## src/rtl/seven_segment_display_arbiter.sv

```systemverilog
// Round-robin arbiter sharing one seven-segment display between several image clients.
// Define BLANK_ON_IDLE_EN to blank and clear the display whenever the arbiter goes idle.
module seven_segment_display_arbiter #(
    parameter int unsigned REQUESTERS  = 4,
    parameter int unsigned DIGITS      = 8,
    parameter int unsigned HOLD_CYCLES = 100000000
) (
    input  logic                           clock,
    input  logic                           resetN,
    input  logic [REQUESTERS-1:0]          requestValid,
    input  logic [REQUESTERS*DIGITS*4-1:0] requestData,
    input  logic [REQUESTERS*DIGITS-1:0]   requestPoint,
    output logic [REQUESTERS-1:0]          requestReady,
    output logic [REQUESTERS-1:0]          grant,
    output logic [DIGITS*4-1:0]            displayData,
    output logic [DIGITS-1:0]              displayPoint,
    output logic                           displayBlank
);

    localparam int unsigned DATA_W = DIGITS * 4;
    localparam int unsigned CNT_W  = $clog2(HOLD_CYCLES + 1);
    localparam int unsigned IDX_W  = $clog2(REQUESTERS);
    localparam logic [CNT_W-1:0] HOLD_RELOAD = CNT_W'(HOLD_CYCLES - 1);
    localparam logic [IDX_W-1:0] LAST_IDX    = IDX_W'(REQUESTERS - 1);

    typedef enum logic {
        IDLE,
        HOLD
    } state_e;

    state_e              state_q, state_d;
    logic [CNT_W-1:0]    cnt_q, cnt_d;
    logic [IDX_W-1:0]    ptr_q, ptr_d;
    logic [IDX_W-1:0]    owner_q, owner_d;
    logic [REQUESTERS-1:0] grant_q, grant_d;
    logic [DATA_W-1:0]   data_q, data_d;
    logic [DIGITS-1:0]   point_q, point_d;
    logic                blank_q, blank_d;

    logic                arb_open;
    logic                rr_found;
    logic [IDX_W-1:0]    rr_idx;
    logic [IDX_W-1:0]    rr_cand;
    logic                acc_valid;
    logic [IDX_W-1:0]    acc_idx;

    // Round-robin search over valid clients, starting at the priority pointer.
    always_comb begin
        arb_open = (state_q == IDLE) || (cnt_q == '0);
        rr_found = 1'b0;
        rr_idx   = '0;
        rr_cand  = '0;
        for (int unsigned k = 0; k < REQUESTERS; k++) begin
            rr_cand = IDX_W'((32'(ptr_q) + k) % REQUESTERS);
            if (!rr_found && requestValid[rr_cand]) begin
                rr_found = 1'b1;
                rr_idx   = rr_cand;
            end
        end
    end

    // During a running hold only the owner may refresh its image.
    always_comb begin
        acc_valid = 1'b0;
        acc_idx   = '0;
        if (resetN) begin
            if (arb_open) begin
                acc_valid = rr_found;
                acc_idx   = rr_idx;
            end else if (requestValid[owner_q]) begin
                acc_valid = 1'b1;
                acc_idx   = owner_q;
            end
        end
        requestReady = acc_valid ? (REQUESTERS'(1) << acc_idx) : '0;
    end

    // Next-state and display-register logic.
    always_comb begin
        state_d = state_q;
        cnt_d   = cnt_q;
        ptr_d   = ptr_q;
        owner_d = owner_q;
        grant_d = grant_q;
        data_d  = data_q;
        point_d = point_q;
        blank_d = blank_q;

        if (acc_valid) begin
            state_d = HOLD;
            cnt_d   = HOLD_RELOAD;
            owner_d = acc_idx;
            grant_d = REQUESTERS'(1) << acc_idx;
            data_d  = requestData[32'(acc_idx) * DATA_W +: DATA_W];
            point_d = requestPoint[32'(acc_idx) * DIGITS +: DIGITS];
            blank_d = 1'b0;
            ptr_d   = (acc_idx == LAST_IDX) ? '0 : acc_idx + IDX_W'(1);
        end else begin
            case (state_q)
                IDLE: begin
                    state_d = IDLE;
                end
                HOLD: begin
                    if (cnt_q != '0) begin
                        cnt_d = cnt_q - CNT_W'(1);
                    end else begin
                        state_d = IDLE;
                        grant_d = '0;
`ifdef BLANK_ON_IDLE_EN
                        blank_d = 1'b1;
                        data_d  = '0;
                        point_d = '0;
`else
                        blank_d = blank_q;
`endif
                    end
                end
                default: begin
                    state_d = IDLE;
                end
            endcase
        end
    end

    always_ff @(posedge clock) begin
        if (!resetN) begin
            state_q <= IDLE;
            cnt_q   <= '0;
            ptr_q   <= '0;
            owner_q <= '0;
            grant_q <= '0;
            data_q  <= '0;
            point_q <= '0;
            blank_q <= 1'b1;
        end else begin
            state_q <= state_d;
            cnt_q   <= cnt_d;
            ptr_q   <= ptr_d;
            owner_q <= owner_d;
            grant_q <= grant_d;
            data_q  <= data_d;
            point_q <= point_d;
            blank_q <= blank_d;
        end
    end

    assign grant        = grant_q;
    assign displayData  = data_q;
    assign displayPoint = point_q;
    assign displayBlank = blank_q;

endmodule

```

## config.mk

```make
export PLATFORM = sky130hd
export DESIGN_NAME = seven_segment_display_arbiter
export DESIGN_NICKNAME = d
export VERILOG_FILES = /design/src/rtl/seven_segment_display_arbiter.sv
export SDC_FILE = /design/constraint.sdc
export NUM_CORES = 1
export LEC_CHECK = 0
export ABC_AREA = 0
export BUFFER_PORTS_ARGS = -buffer_cell sky130_fd_sc_hd__buf_2
export CORE_MARGIN = 1.5
export CORE_UTILIZATION = 45
export DETAILED_ROUTE_END_ITERATION = 7
export PLACE_DENSITY = 0.78
export SYNTH_ARGS = -nofsm -noshare
export SYNTH_HDL_FRONTEND = slang
export SYNTH_SLANG_ARGS = --single-unit
```

## constraint.sdc

```tcl
create_clock -name clock -period 3.54 [get_ports clock]
set_clock_uncertainty 0.2 [all_clocks]
set_input_delay 0.354 -clock clock [delete_from_list [all_inputs] [get_ports clock]]
set_output_delay 0.354 -clock clock [all_outputs]
set_load 0.02 [all_outputs]
```

Yosys cells after proc, flatten, opt, wreduce, memory -nomap -nowiden
Index checks and enable logic that the tools add are counted.
{ "totals": {"reg_bits": 77, "inputBits": 166, "elab_cells": 76} }
{ "op_classes": {"add_sub_neg": 5, "magnitude_cmp": 5, "n_eq_ne": 2, "shifts": 3, "mux": 35, "bitwise": 2, "n_reduce_logical": 15} }
{ "op_table": {"columns": ["op", "n"], "rows": [
  ["$shiftx A128 B8 Y32", 1],
  ["$mux W27", 3],
  ["$shiftx A32 B6 Y8", 1],
  ["$logic_not A27 Y1", 1],
  ["$reduce_bool A27 Y1", 1],
  ["$sub A27 B1 Y27 const B", 1],
  ["$mux W2", 8],
  ["$mux W4", 4],
  ["$lt A2 B3 Y1 const B", 5],
  ["$mux W1", 14],
  ["$bmux W1 S2", 5],
  ["$reduce_and A2 Y1", 3],
  ["$add A2 B1 Y2 const B", 2],
  ["$add A2 B2 Y2 const B", 2],
  ["$reduce_bool A2 Y1", 2],
  ["$shl A1 B2 Y4 const A", 1],
  ["$logic_and A1 B1 Y1", 3],
  ["$logic_not A1 Y1", 3],
  ["$eq A2 B2 Y1 const B", 1],
  ["$ne A2 B2 Y1 const B", 1],
  ["$not A1 Y1", 2],
  ["$pmux W1 S2", 1],
  ["$reduce_or A2 Y1", 1],
  ["$logic_or A1 B1 Y1", 1]
]} }

Longest topological paths before layout
{ "depth": {"ltp_word": 16, "depth_mapped": 12} }

Worst setup path after synthesis
No wires, ideal clock.
{ "synth_path": {"path_type": "register to output", "from": "register cnt_q[15]", "to": "output port requestReady[0]", "arrival_ns": 2.867, "setup_slack_ns": 0.119, "stages_incl_launch_ff": 10, "path_buffers": 2, "cell_sequence": "dfxtp_1 -> or4_4 -> or4_4 -> o31ai_4 -> buf_6 -> mux2i_1 -> nand2_2 -> buf_2 -> ha_1 -> and3_1"} }
{ "synth_between": {"elab_chain_cells": 6, "elab_cells_between_ends": 8, "classes_between": "1 x shift; 5 x mux; 2 x reduce/logical"} }
{ "synth_rtl": {"columns": ["element", "line_no", "text"], "rows": [
  ["from (decl)", "32", "logic [CNT_W-1:0] cnt_q, cnt_d;"],
  ["from (signal assigned)", "137", "cnt_q <= cnt_d;"],
  ["$logic_not A27 Y1 (*)", "49", "arb_open = (state_q == IDLE) || (cnt_q == '0);"],
  ["$logic_or A1 B1 Y1 (*)", "49", null],
  ["$mux W2", "67", "if (arb_open) begin"],
  ["$mux W2", "66", "if (resetN) begin"],
  ["$shl A1 B2 Y4", "75", "requestReady = acc_valid ? (REQUESTERS'(1) << acc_idx) : '0;"],
  ["$mux W4 (*)", "75", null],
  ["to (decl)", "13", "output logic [REQUESTERS-1:0] requestReady,"]
]} }
Mark *: on every way between the ends. The rest lies on a longest branch, timed or not.

Worst setup path after layout
{ "layout_path": {"from": "register cnt_q[1]", "to": "output port requestReady[0]"} }
Same word-level chain as after synthesis.

==> results.toml <==
[setup_path]
cp-start-kind = "flop"
reg2reg_depth = 13
crit_fanout = 5
r2r_end = "displayData[4]"
crit_arrival_ns = 3.17
end_kind = "output pin"
rrSetupSlack_ns = 0.06
required_ns = 2.99
reg2reg_from = "cnt_q[1]"
crit_type = "flop to output pin"

[finish]
postLayoutCoreUtil_pct = 62.5
layout-drive-gt1-share_pct = 37.7
n_fill_cell = 950
multiInputGateArea_sq_um = 3730
nets = 970
seq_area_sq_um = 1550
syn_to_final_growth_pct = 34.1
n_antenna_cell = 0

[worst_hold_path]
min_from = "requestData[35]"
holdPathEnd = "displayData[3]"
min_path_cells = 2
hold_path_class = "input port to flop"

[drt]
wirelength_microns = 18100
via_per_inst = 6.22
wl_met2_microns = 9200
vias = 5881
routed.top_layer = "met4"
drc_errors = 5
met1Wirelength_microns = 6800
first_iter_violations = 260
wl_per_cell_microns = 19.2
first_pass_iters = 7
wl_met3_microns = 1530
ant_nets = 0

[power_and_ir_drop]
total_power_uw = 2810
ir_drop_mv = 0.276
p_leak_uw = 0.00325
p_per_area_nw_per_um2 = 391

[placement]
io_buffers = 214
dp_hpwl_microns = 13100
place_congestion = 0.836

[clock_network]
clockBufferDepth = 2
post_cts_hold_buffer_count = 0
cts.htree.levels = 3
worstSkewPairLatency_ns = 0.34
cts_root_buffer = "clkbuf_16"
path_clk_slew_ns = 0.07
cts_tree = "done"
clock_sink_count = 77
cts_buffers = 9

[sta]
setup_viol = 4
hold_ws_ns = 0.0127
finalCritPeriodShare_pct = 105
slew_violations = 0
slew_headroom_pct = 60.7
period_needed_ns = 3.72
hold_violations = 0
fmax_mhz = 269
rsz0062_at_grt = "true"
fin_setup_tns_ns = -0.663
worstMarginPinSlew_ns = 0.580
fin_ws_ns = -0.182

[global_routing]
grt-ovfl-total = 0
grt_use_total_pct = 28.0
grt_max_degree = 47
grt_pass1_vias = 5858
antenna_found_initial = 0
grt_pass1_wl_microns = 28500

[die]
die_h_microns = 112
start_util_pct = 46.6
pin_count = 215
rows = 39
die_x_microns = 112
fp.dieArea_sq_um = 12600
core-area_sq_um = 11500

[logic_synthesis]
syn_nets = 759
synth_edf_count = 0
ys_ff_latch = 77
yosysWarnings = 0
async_reset_ff_share_pct = 0
syn_avg_cell_area_sq_um = 9.14
synth_cell_types = 49
netlist_area_sq_um = 5360
synth_ff_type = "dfxtp_1"
synthCells = 587
seq_area_frac_synth_pct = 28.7

[run_status]
status = "complete, but fails checks"
violations = "design-rule violations, negative setup slack"

[job]
maxCapViolCount = 0
per-stage QoR:
stage	cell area [sq um]	setup WS, ns	std cells
after floorplan	5360	0.119	587
after global placement	6670	0.133	918
after detailed placement	6670	0.0623	918
after CTS	7100	-0.124	944
after global routing	7190	-0.262	946
final	7190	-0.182	946
synthesized netlist by cell type, drive strengths merged, types with 3 or more instances:
library cell,number,area share [%]
nor2,24,1.7
or4,7,1.1
inv,5,0.35
a211o,40,6.5
o21ai,4,0.37
o22a,40,6.5
nor4,5,0.58
xnor2,18,2.9
nor3,6,0.56
and3,6,0.70
nand2b,3,0.35
a21o,5,0.70
dfxtp,77,29
a21oi,45,4.2
o311ai,3,0.49
nand2,18,1.3
and2,4,0.47
mux2i,85,16
a22oi,40,5.6
ha,6,1.4
or3,9,1.0
mux2,4,0.91
o21a,3,0.42
a32o,8,1.5
buf,10,1.6
a22o,32,5.2
clkbuf,38,2.7
a21boi,19,2.7
xor2,7,1.1
worst max-delay path by stage:
| stage | from | end | cells after the start |
|---|---|---|---|
| after CTS | cnt_q[21] | requestReady[2] | 10 |
| after global placement | cnt_q[20] | requestReady[0] | 9 |
| after floorplan | cnt_q[15] | requestReady[0] | 9 |
| after global routing | cnt_q[1] | requestReady[3] | 12 |
| final | cnt_q[1] | requestReady[0] | 11 |
| after detailed placement | cnt_q[20] | displayData[29] | 9 |
critical path, stage by stage, from the launching register on:
cell,delay (ns)
dfxtp_2,0.34
inv_2,0.08
ha_4,0.12
or3b_4,0.36
or4_4,0.57
o31ai_4,0.31
buf_12,0.16
mux2i_4,0.23
nand2_4,0.11
ha_2,0.20
and3_1,0.18
buf_4,0.16
state kept, by name, summed over array words and instances (netlist names):
register and count:
state_q 1, ptr_q 2, owner_q 2, cnt_q 27, displayBlank 1, displayPoint 8
displayData 32, grant 4
logic make-up (layout without fill, tap and decap cells):
family | Yosys count | count (layout) | synth area share, %
and+or+nand+nor | 93 | 93 | 9.31
AOI/OAI and AO/OA | 244 | 244 | 35.1
buffers and inverters | 53 | 269 | 4.57
adders and majority gates | 6 | 6 | 1.40
xor gates and xnor gates | 25 | 25 | 4.08
muxes | 89 | 89 | 16.8
DFF | 77 | 77 | 28.7
layout by cell type, fill, tap and decap left out, types with 7 or more instances in the layout:
cell and instances:
mux2i_1 82, buf_4 28, o22a_1 40, clkbuf_16 9, dfxtp_1 72, or3_1 9
xnor2_1 18, a21oi_1 45, a22o_1 32, a21boi_0 19, a22oi_1 40, a32o_1 8
buf_2 211, nand2_1 17, xor2_1 7, a211o_1 40, nor2_1 20
layout make-up:
cell class,count,area share (%)
multi-input cells,457,51.9
flip-flops and latches,77,21.5
repair buffers,248,19.7
clock buffers,10,3.32
well taps,143,2.49
clock inverters,6,0.748
inverters,5,0.330
repair_timing:
action	4_1_cts	5_1_grt
hold endpoints to repair	0	0
setup endpoints to repair	4	33
pin swaps	3	4
resized for setup	15	21
setup buffers	10	2
where the power goes:
part / total (uW) / internal (uW) / switching, uW
registers: 1030 / 966 / 62.5
clock network: 922 / 507 / 415
logic: 863 / 401 / 463
layer usage:
metal  vias up  global-route usage, %
li1       2736                      -
met4         0                   10.9
met1      2842                   31.4
met5         -                      0
met2       255                   50.4
met3        48                   7.56
No activity file was read; power rests on OpenSTA's default activity.
